File: config.mk
export PLATFORM = sky130hd
export DESIGN_NAME = event_timestamper
export DESIGN_NICKNAME = d
export VERILOG_FILES = /design/src/rtl/event_timestamper.sv
export SDC_FILE = /design/constraint.sdc
export NUM_CORES = 1
export LEC_CHECK = 0
export CORE_MARGIN = 5
export CORE_UTILIZATION = 45
export CTS_CLUSTER_SIZE = 10
export DETAILED_ROUTE_END_ITERATION = 10
export PLACE_DENSITY = 0.68
export SLEW_MARGIN = 30
export SYNTH_ARGS = -nofsm -noshare
export SYNTH_HDL_FRONTEND = slang
export SYNTH_SLANG_ARGS = --single-unit
File: constraint.sdc
create_clock -name clk -period 4 [get_ports clk]
set_clock_uncertainty 0.1 [all_clocks]
set_input_delay 1 -clock clk [delete_from_list [all_inputs] [get_ports clk]]
set_output_delay 1 -clock clk [all_outputs]
set_load 0.005 [all_outputs]
File: src/rtl/event_timestamper.sv
// Timestamps rising edges of event_in with the current count_in value and queues them
// in a show-ahead FIFO drained by a valid/ready handshake; dropped events are counted.
module event_timestamper #(
  parameter int unsigned DEPTH = 4,
  parameter int unsigned TS_W  = 64
) (
  input  logic                     clk,
  input  logic                     rst_n,
  input  logic [TS_W-1:0]          count_in,
  input  logic                     event_in,
  output logic [TS_W-1:0]          ts_data,
  output logic                     ts_valid,
  input  logic                     ts_ready,
  output logic [$clog2(DEPTH):0]   level,
  output logic [7:0]               ovf_count
);

  localparam int unsigned AW = $clog2(DEPTH);
  localparam int unsigned PW = AW + 1;
  localparam logic [PW-1:0] PtrOne = {{AW{1'b0}}, 1'b1};

  logic              event_q;
  logic [PW-1:0]     wr_ptr_q, wr_ptr_d;
  logic [PW-1:0]     rd_ptr_q, rd_ptr_d;
  logic [7:0]        ovf_q, ovf_d;
  logic [TS_W-1:0]   mem_q [DEPTH];

  logic rise, empty, full, push, pop;

  always_comb begin
    rise  = event_in & ~event_q;
    empty = (wr_ptr_q == rd_ptr_q);
    full  = (wr_ptr_q[AW-1:0] == rd_ptr_q[AW-1:0]) && (wr_ptr_q[AW] != rd_ptr_q[AW]);
    pop   = ~empty & ts_ready;
    // A pop frees the head slot this cycle, so a full FIFO can still accept the edge.
    push  = rise & (~full | pop);

    wr_ptr_d = push ? wr_ptr_q + PtrOne : wr_ptr_q;
    rd_ptr_d = pop  ? rd_ptr_q + PtrOne : rd_ptr_q;

    ovf_d = ovf_q;
    if (rise && full && !pop && (ovf_q != 8'hff)) begin
      ovf_d = ovf_q + 8'd1;
    end
  end

  always_ff @(posedge clk) begin
    if (!rst_n) begin
      event_q  <= 1'b1;
      wr_ptr_q <= '0;
      rd_ptr_q <= '0;
      ovf_q    <= '0;
    end else begin
      event_q  <= event_in;
      wr_ptr_q <= wr_ptr_d;
      rd_ptr_q <= rd_ptr_d;
      ovf_q    <= ovf_d;
      if (push) begin
        mem_q[wr_ptr_q[AW-1:0]] <= count_in;
      end
    end
  end

  // Storage is not reset; the head is gated to zero while empty instead.
  always_comb begin
    ts_valid  = ~empty;
    ts_data   = empty ? '0 : mem_q[rd_ptr_q[AW-1:0]];
    level     = wr_ptr_q - rd_ptr_q;
    ovf_count = ovf_q;
  end

endmodule

# Word-level counts from Yosys, hierarchy flattened
# Memories as Yosys holds them, arrays and structs flattened. A register that Yosys moved wholly into a read port is not among the register bits.
# Index checks and enable logic that the tools add are counted.
dict set report totals {
  ff_bits 15
  ram_bits 256
  inputBits 68
  out_inout_bits 76
  elab_cells 31
  mem_count 1
}
# memory words width rd rd_ports_with_merged_regs write_ports line_no
set mem_list {}
lappend mem_list {mem_q 4 64 1 1 1 26} ;# logic [TS_W-1:0] mem_q [DEPTH];
dict set report op_classes {
  add_sub_neg 4
  n_eq_ne 4
  n_mux 6
  bitwise 7
  reduce_logical 5
}
# operator n
set op_table {}
lappend op_table {{$mux 64} 1}
lappend op_table {{$add 8x1->8 const B} 1}
lappend op_table {{$ne 8x8->1 const B} 1}
lappend op_table {{$add 3x1->3 const B} 2}
lappend op_table {{$logic_and 1x1->1} 4}
lappend op_table {{$mux 2} 2}
lappend op_table {{$and 1x1->1} 3}
lappend op_table {{$eq 3x3->1} 1}
lappend op_table {{$mux 1} 3}
lappend op_table {{$not 1->1} 3}
lappend op_table {{$sub 3x3->3} 1}
lappend op_table {{$eq 2x2->1} 1}
lappend op_table {{$logic_not 1->1} 1}
lappend op_table {{$ne 1x1->1} 1}
lappend op_table {{$or 1x1->1} 1}

# Longest topological paths before layout
# Gate-level depths: netlist (run 1).
dict set report depth {
  ltp_word 8
  ltp_mapped 7
  mapped_depth_nobuf 6
}

# Worst setup path after synthesis (run 1)
# Ideal clock, no wire load.
dict set report synth_path {
  kind {input to register}
  start {in ts_ready}
  end {mem mem_q[1][0], enable pin}
  setup_ns 0.429
  arrival_time_ns 3.139
  required_ns 3.471
  path_slack_ns 0.332
  cell_stages 3
  path_buffers 0
  cell_sequence {inv_1 a41oi_1 and3_1}
}
dict set report synth_between {
  elab_chain_len 6
}
# item line_no
set synth_rtl {}
lappend synth_rtl {{start: declaration} 13} ;# input logic ts_ready,
lappend synth_rtl {{$and 1x1->1} 34} ;# pop = ~empty & ts_ready;
lappend synth_rtl {{$or 1x1->1} 36} ;# push = rise & (~full | pop);
lappend synth_rtl {{$and 1x1->1} 36}
lappend synth_rtl {{$mux 1} 58} ;# if (push) begin
lappend synth_rtl {{$mux 1} 48} ;# if (!rst_n) begin
lappend synth_rtl {{$mux 1 (not written as such)} 59} ;# mem_q[wr_ptr_q[AW-1:0]] <= count_in;
lappend synth_rtl {{end: declaration} 26}
# Every way passes these cells.

# Worst setup path in the final report (run 1)
dict set report layout_path {
  start {reg wr_ptr_q[0]}
  end {out ts_data[51]}
}
dict set report layout_between {
  elab_chain_len 2
}
# item line_no
set layout_rtl {}
lappend layout_rtl {{start: declaration} 23} ;# logic [PW-1:0] wr_ptr_q, wr_ptr_d;
lappend layout_rtl {{start signal: assignment} 55} ;# wr_ptr_q <= wr_ptr_d;
lappend layout_rtl {{$eq 3x3->1} 32} ;# empty = (wr_ptr_q == rd_ptr_q);
lappend layout_rtl {{$mux 64} 67} ;# ts_data = empty ? '0 : mem_q[rd_ptr_q[AW-1:0]];
lappend layout_rtl {{end: declaration} 11} ;# output logic [TS_W-1:0] ts_data,
# Every way passes these cells.

==> reports/summary.txt, run 1 <==
DRT
---------------------------------------------------------------------------------
Via-per-instance ratio                                                       5.23
Number of remaining DRC errors                                                  0
Total Wirelength                                                     20700 microns
Violation count after the first detailed-route iteration                      306
Antenna-violating nets left                                                     0
Routed wirelength normalized by instance count                       20.6 microns
Iteration count of the initial detailed-routing pass                            4
Via count                                                                    5268

YOSYS
---------------------------------------------------------------------------------
Post-synth top area share                                                   73.0%
Biggest area consumer among synthesized cells                            edfxtp_1
Post-synthesis sequential area ratio                                        76.3%
Number of enable flip-flop cells after synthesis                              256
Cell area after synthesis                                             10500 sq um
Leading post-synthesis cells by cell area                            edfxtp_1 (73%), mux4_2 (14%), nor2b_1 (3.8%), dfxtp_1 (3.2%), ha_1 (0.95%)
Seq cells post-synth                                                          273
Post-synthesis cell count                                                     508
Fraction of registers with async set or reset after synthesis                  0%
Synthesized area per cell                                              20.7 sq um
Prevailing post-synth register cell                                      edfxtp_1
Total number of yosys warnings                                                  0
Netlist cell types                                                             30
Post-Syn Nets                                                                 585

POWER AND IR DROP
---------------------------------------------------------------------------------
Final total power                                                         6.20 mW
Peak ir drop on the vdd network                                          0.393 mV
Total power per unit cell area                                        463 nW/um^2
Leakage dissipation                                                       4.17 nW

WORST SETUP PATH
---------------------------------------------------------------------------------
CP Launch Type                                                           register
Required time of the worst setup path                                     2.90 ns
Crit path arrival time                                                    2.73 ns
Worst setup EP type                                                    output pin
Worst setup path class                                               register to output pin
Max Fanout on Critical Path                                                    37

STA
---------------------------------------------------------------------------------
Final period utilization                                                    95.9%
Worst-margin pin slew                                                    0.493 ns
Final number of setup-violating endpoints                                       0
RSZ-0062 raised after global routing                                           no
Final-report max-slew violation count                                           0
Total negative setup slack                                                   0 ns
Final worst hold slack                                                   0.422 ns
Number of failing hold endpoints at the final stage                             0
Worst slew margin                                                           66.8%
Clock period minus worst slack                                            3.83 ns
Achievable clock frequency                                                261 MHz

CLOCKING
---------------------------------------------------------------------------------
H-tree depth                                                                    1
CTS tree                                                                      yes
Number of buffers created by CTS                                               31
Post-CTS Resized                                                                0
Clock latency of the later-clocked register in the worst-skew pair        0.53 ns
Total clock sinks                                                             273
Hold-fix buffers at CTS                                                         0
Buffers inserted during post-CTS setup optimization                             0
Maximum clock insertion buffer count                                            3
Clock transition at the registers of the reported paths                   0.05 ns
CTS root buf                                                            clkbuf_16

FINISH
---------------------------------------------------------------------------------
Layout cell share with drive strength beyond 1                              17.9%
Number of inserted filler cells in the final layout                          1767
Area growth from synthesis to layout                                        27.1%
Final core area utilization                                                 57.5%
Multi-input gate area                                                  2390 sq um
Final #Nets                                                                   753
Storage cell area                                                      8040 sq um
Count of inserted antenna diode cells                                           0

FLOORPLAN
---------------------------------------------------------------------------------
Core Box Area                                                         23300 sq um
DIE WIDTH                                                             163 microns
Die extent in y                                                       163 microns
IO Pins                                                                       144
Area of the die                                                       26600 sq um
Initial cell density of the core                                            45.3%
Standard-cell row count                                                        56

FLOW RUN
---------------------------------------------------------------------------------
Count of max-cap constraint violations                                          0

GLOBAL ROUTE
---------------------------------------------------------------------------------
Maximum number of pins on one net before global-route repair                   38
Vias in the first global route                                               5798
Antenna violations before repair                                                0
First-pass GRT wire length                                           32500 microns
Aggregate global-route resource usage                                       15.7%
Sum of overflow across all layers after global routing                          0

WORST HOLD PATH
---------------------------------------------------------------------------------
Worst hold path type                                                 register to register

STATUS
---------------------------------------------------------------------------------
Result of the run                                                    finished clean

PLACEMENT
---------------------------------------------------------------------------------
HPWL reported at the end of detailed placement                       12600 microns
GPL Wtd Cong                                                                0.760
# port buffers                                                                143

flip-flops by register name (all words and copies together) (netlist names), named ones only:
name and cells:
event_q 1, mem_q 256, ovf_count 8, rd_ptr_q 3, wr_ptr_q 3
metrics by stage:
stage	instances	cell area, sq um	worst slack [ns]
after global routing	1007	13400	0.00859
final	1007	13400	0.166
after detailed placement	962	12500	0.721
after global placement	962	12500	0.766
after CTS	1007	13400	0.112
after floorplan	508	10500	0.332
synth_stat cells (3+ instances only):
master    number
mux4_2        64
nor2b_1       64
o31ai_1        4
o21ai_0        3
mux2i_1        3
nand3_1        3
inv_1         10
a21oi_1        6
and3_1         6
nor2_1        10
or4_1          3
nand2b_1       3
buf_2          7
xnor2_1        3
ha_1           8
nand2_1        6
clkbuf_1      17
dfxtp_1       17
xor2_1         3
edfxtp_1     256
kinds of logic (layout without fill, tap and decap cells):
family | Yosys count | in the layout | share of synthesized area [%]
flops | 273 | 273 | 76.3
simple gates | 99 | 99 | 5.55
mux | 67 | 67 | 14.0
buf+inv | 34 | 214 | 1.30
compound gates | 20 | 20 | 1.27
fa+ha+maj | 9 | 9 | 1.14
xor+xnor | 6 | 6 | 0.499
report_power, final:
| part | switching (mW) | internal [mW] |
|---|---|---|
| sequential | 0.0251 | 3.15 |
| clock | 0.975 | 1.41 |
| combinational | 0.255 | 0.381 |
worst max-delay path: stages (launching register included):
cell,delay [ns]
dfxtp_1,0.40
inv_1,0.11
ha_1,0.33
nand2_1,0.18
nor2_4,0.04
buf_4,0.29
nor2b_1,0.28
clkdlybuf4s50_1,0.55
cell usage in the layout (no fill, tap or decap), types with 6 or more instances in the layout:
master / instances
nand2_1: 6
buf_12: 10
ha_1: 8
clkbuf_16: 31
nor2_1: 9
a21oi_1: 6
mux4_2: 64
inv_1: 10
clkdlybuf4s50_1: 143
clkbuf_1: 11
nor2b_1: 64
edfxtp_1: 256
buf_4: 6
dfxtp_1: 15
routing by layer:
| layer | share of wire [%] | GRT usage (%) | vias to the layer above |
|---|---|---|---|
| li1 | - | - | 2368 |
| met1 | 43 | 20.7 | 2739 |
| met2 | 52 | 27.7 | 135 |
| met3 | 4.0 | 2.46 | 26 |
| met4 | 1.5 | 3.93 | 0 |
| met5 | 0 | 0 | - |
cell type report:
| class | count | share of cell area [%] |
|---|---|---|
| clock buffer | 43 | 6.21 |
| clock inverter | 2 | 0.0935 |
| inverter | 10 | 0.281 |
| multi-input combinational | 201 | 17.9 |
| sequential | 273 | 60.0 |
| tap | 319 | 2.98 |
| timing repair buffer | 159 | 12.5 |
final timing paths:
| kind | startpoint | to | slack (ns) | cells past startpoint |
|---|---|---|---|---|
| max | wr_ptr_q[0] | ts_data[51] | 0.17 | 7 |
| min | ovf_count[5] | ovf_count[5] | 0.42 | 2 |
| max reg2reg | wr_ptr_q[0] | ovf_count[7] | 1.51 | 6 |
| min reg2reg | ovf_count[5] | ovf_count[5] | 0.42 | 2 |
No activity file was read; power rests on OpenSTA's default activity.
==> inputs of run 2 (changes only) <==
CORE_UTILIZATION = 50   (was 45)
PLACE_DENSITY = 0.74   (was 0.68)
==> run 2 against run 1 <==
Against the previous run:
- combinational power about the same
- global-route usage up 1.2 points
- non-clock buffer count fell by 1
- worst setup slack gained 0.072 ns
- largest power group unchanged
- die area is 9.4% lower
- routed wire length down 2.4%
- critical endpoint is now ts_data[13]
- highest routed layer is now met5
- via count about the same
- critical path type unchanged
==> reports/summary.txt, run 2 (synthesis results as in run 1) <==
STA
----------------------------------------------------------------------------------------
RSZ-0062 raised after global routing                                                  no
Number of failing hold endpoints at the final stage                                    0   unchanged
Final-report max-slew violation count                                                  0   unchanged
Final period utilization                                                           94.1%   -1.8 points
Worst-margin pin slew                                                           0.628 ns   +0.135 ns
Total negative setup slack                                                          0 ns   unchanged
Worst slew margin                                                                  58.1%   -8.7 points
Clock period minus worst slack                                                   3.76 ns   -0.0724 ns
Achievable clock frequency                                                       266 MHz   +1.9%
Final setup margin                                                              0.238 ns   +0.0724 ns
Final number of setup-violating endpoints                                              0   unchanged

WORST SETUP PATH
----------------------------------------------------------------------------------------
Required time of the worst setup path                                            2.90 ns   about the same
Total number of cells along the worst setup path                                       4   -3
CP Launch Type                                                                  register
Critical path buffers and inverters                                                    2   -1
Crit path arrival time                                                           2.66 ns   -0.07 ns
Category of cells accounting for the largest share of critical-path delay   buffers and inverters
Worst setup path class                                                      register to output pin
Peak per-stage delay on the critical path                                        0.62 ns   +0.07 ns
Library cell contributing the largest single delay on the critical path          dfxtp_4
Worst r2r path cells                                                                   6   unchanged
Cell chain of the critical path                                             buf_4 > mux4_2 > nor2b_1 > clkdlybuf4s50_1
Max Fanout on Critical Path                                                           21   -43%
Origin of the critical flop-to-flop path                                     wr_ptr_q[0]
Worst setup EP type                                                           output pin
Critical register-to-register path endpoint                                 mem_q[0][45]
Slack of the worst reg-to-reg path                                               1.48 ns   -0.03 ns

DRT
----------------------------------------------------------------------------------------
Total Wirelength                                                            20200 microns   -2.4%
Antenna-violating nets left                                                            0   unchanged
Via-per-instance ratio                                                              5.41   +3.4%
Iteration count of the initial detailed-routing pass                                   7   +3
Via count                                                                           5273   +0.095%
Number of remaining DRC errors                                                         0   unchanged
Violation count after the first detailed-route iteration                             294   -3.9%
Routed wirelength normalized by instance count                              20.8 microns   +0.82%

WORST HOLD PATH
----------------------------------------------------------------------------------------
Worst hold path type                                                        register to register
End point of the most critical hold path                                    ovf_count[6]
Hold Path Origin                                                            ovf_count[6]
Hold-critical path depth                                                               2   unchanged

CLOCKING
----------------------------------------------------------------------------------------
Post-CTS Resized                                                                       0   unchanged
Clock transition at the registers of the reported paths                          0.05 ns   about the same
Maximum clock insertion buffer count                                                   3   unchanged
Total clock sinks                                                                    273   unchanged
CTS root buf                                                                   clkbuf_16
Clock latency of the later-clocked register in the worst-skew pair               0.54 ns   about the same
Buffers inserted during post-CTS setup optimization                                    0   unchanged
Hold-fix buffers at CTS                                                                0   unchanged
CTS tree                                                                             yes
H-tree depth                                                                           1   unchanged
Number of buffers created by CTS                                                      31   unchanged

FLOW RUN
----------------------------------------------------------------------------------------
Count of max-cap constraint violations                                                 0   unchanged

POWER AND IR DROP
----------------------------------------------------------------------------------------
Total power per unit cell area                                               470 nW/um^2   +1.6%
Combinational share of power                                                       10.2%   about the same
Leakage dissipation                                                              4.17 nW   about the same
Net switching share of the total power                                             20.5%   +0.26 points
Sequential group share of total power                                              50.6%   -0.6 points
Reported net switching power                                                     1.29 mW   +2.4%
Design internal power                                                            4.98 mW   +0.79%
Peak ir drop on the vdd network                                                 0.354 mV   -9.9%
Fraction of power consumed by the clock network                                    39.2%   +0.7 points
Final total power                                                                6.26 mW   +1.1%

FLOORPLAN
----------------------------------------------------------------------------------------
Die extent in y                                                              155 microns   -4.8%
Initial cell density of the core                                                   50.4%   +5.1 points
Core Box Area                                                                20900 sq um   -10%
Area of the die                                                              24100 sq um   -9.4%
DIE WIDTH                                                                    155 microns   -4.8%
IO Pins                                                                              144   unchanged
Standard-cell row count                                                               53   -5.4%

FINISH
----------------------------------------------------------------------------------------
Final #Nets                                                                          752   -0.13%
Leading cell type in the layout, fill and taps excluded                         edfxtp_1
Area growth from synthesis to layout                                               26.6%
Most frequent cells in the layout                                           edfxtp_1 (256), clkdlybuf4s50_1 (143), mux4_2 (64), nor2b_1 (64), clkbuf_16 (31)
Number of inserted filler cells in the final layout                                 1417   -20%
Final cell count without fillers                                                     975   -3.2%
Layout cell share with drive strength beyond 1                                     17.4%   -0.45 points
Flip-flop count of the largest register, all copies and words added                  256   unchanged
Final core area utilization                                                        63.8%   +6.3 points
Count of inserted antenna diode cells                                                  0   unchanged

GLOBAL ROUTE
----------------------------------------------------------------------------------------
Antenna violations before repair                                                       1   +1
Aggregate global-route resource usage                                              16.9%   +1.2 points
Sum of overflow across all layers after global routing                                 0   unchanged
Maximum number of pins on one net before global-route repair                          43   +13%
First-pass GRT wire length                                                  31800 microns   -2.2%
Vias in the first global route                                                      5744   -0.93%

STATUS
----------------------------------------------------------------------------------------
Result of the run                                                           finished clean

PLACEMENT
----------------------------------------------------------------------------------------
# port buffers                                                                       143   unchanged
HPWL reported at the end of detailed placement                              12700 microns   +0.39%
GPL Wtd Cong                                                                       0.727   -4.3%
Setup WS pre-CTS                                                                0.719 ns   -0.00146 ns
Total instance count after detailed placement                                        917   -4.7%

-- run 2: changes by cell type in the layout (fill, tap and decap cells not counted) --
cell      previous run  this run
clkinv_4             0         1
clkinv_1             1         0
buf_4                6         8
clkbuf_1            11        25
buf_12              10         7
clkbuf_8             1         0
-- run 2: power by group through the flow --
stage / logic [mW] / registers (mW) / clock network [mW]
2_1_floorplan: 0.303 / 3.21 / 0
3_3_place_gp: 0.642 / 3.23 / 0
3_5_place_dp: 0.652 / 3.23 / 0
4_1_cts: 0.657 / 3.17 / 2.51
5_1_grt: 0.692 / 3.18 / 2.64
6_report: 0.639 / 3.17 / 2.45
-- run 2: routing by layer --
| metal | vias up | global-route usage [%] | wire [microns] |
|---|---|---|---|
| met3 | 33 | 3.42 | 1100 |
| met4 | 2 | 4.16 | 365 |
| met2 | 159 | 30.1 | 10800 |
| met5 | - | 0 | 13 |
| met1 | 2702 | 21.4 | 8010 |
| li1 | 2377 | - | - |
-- run 2: area by class of cell --
class / instances / area (sq um) / share of cell area (%)
multi-input combinational: 201 / 2390 / 17.9
clock buffer: 56 / 870 / 6.53
sequential: 273 / 8040 / 60.3
tap: 275 / 344 / 2.58
clock inverter: 2 / 17.5 / 0.131
inverter: 10 / 37.5 / 0.282
timing repair buffer: 158 / 1630 / 12.2
-- run 2: worst max path at each step --
| stage | startpoint | end |
|---|---|---|
| finish | register | ts_data[13] |
| global placement | register | ts_data[3] |
| CTS | register | ts_data[22] |
| global route | register | ts_data[3] |
| floorplan | ts_ready | mem_q[1][0] |
| detailed placement | ts_ready | mem_q[1][44] |
-- run 2: worst reg2reg max path: stages, from the launching register on --
cell and delay, ns:
dfxtp_1 0.41, inv_1 0.12, ha_1 0.34, a41oi_1 0.22, buf_4 0.20, and3_4 0.53, buf_4 0.31
-- run 2: through the flow --
step | cell area (sq um) | hold WS (ns)
global route | 13300 | 0.464
global placement | 12400 | 0.398
floorplan | 10500 | 0.385
CTS | 13300 | 0.423
finish | 13300 | 0.431
detailed placement | 12400 | 0.414
==> inputs of run 3 (changes only) <==
ABC_CLOCK_PERIOD_IN_PS = 4000   (was not set)
GPL_TIMING_DRIVEN = 1   (was not set)
==> results of run 3 <==
The final DEF is identical to that of run 2; final timing and power are the same.
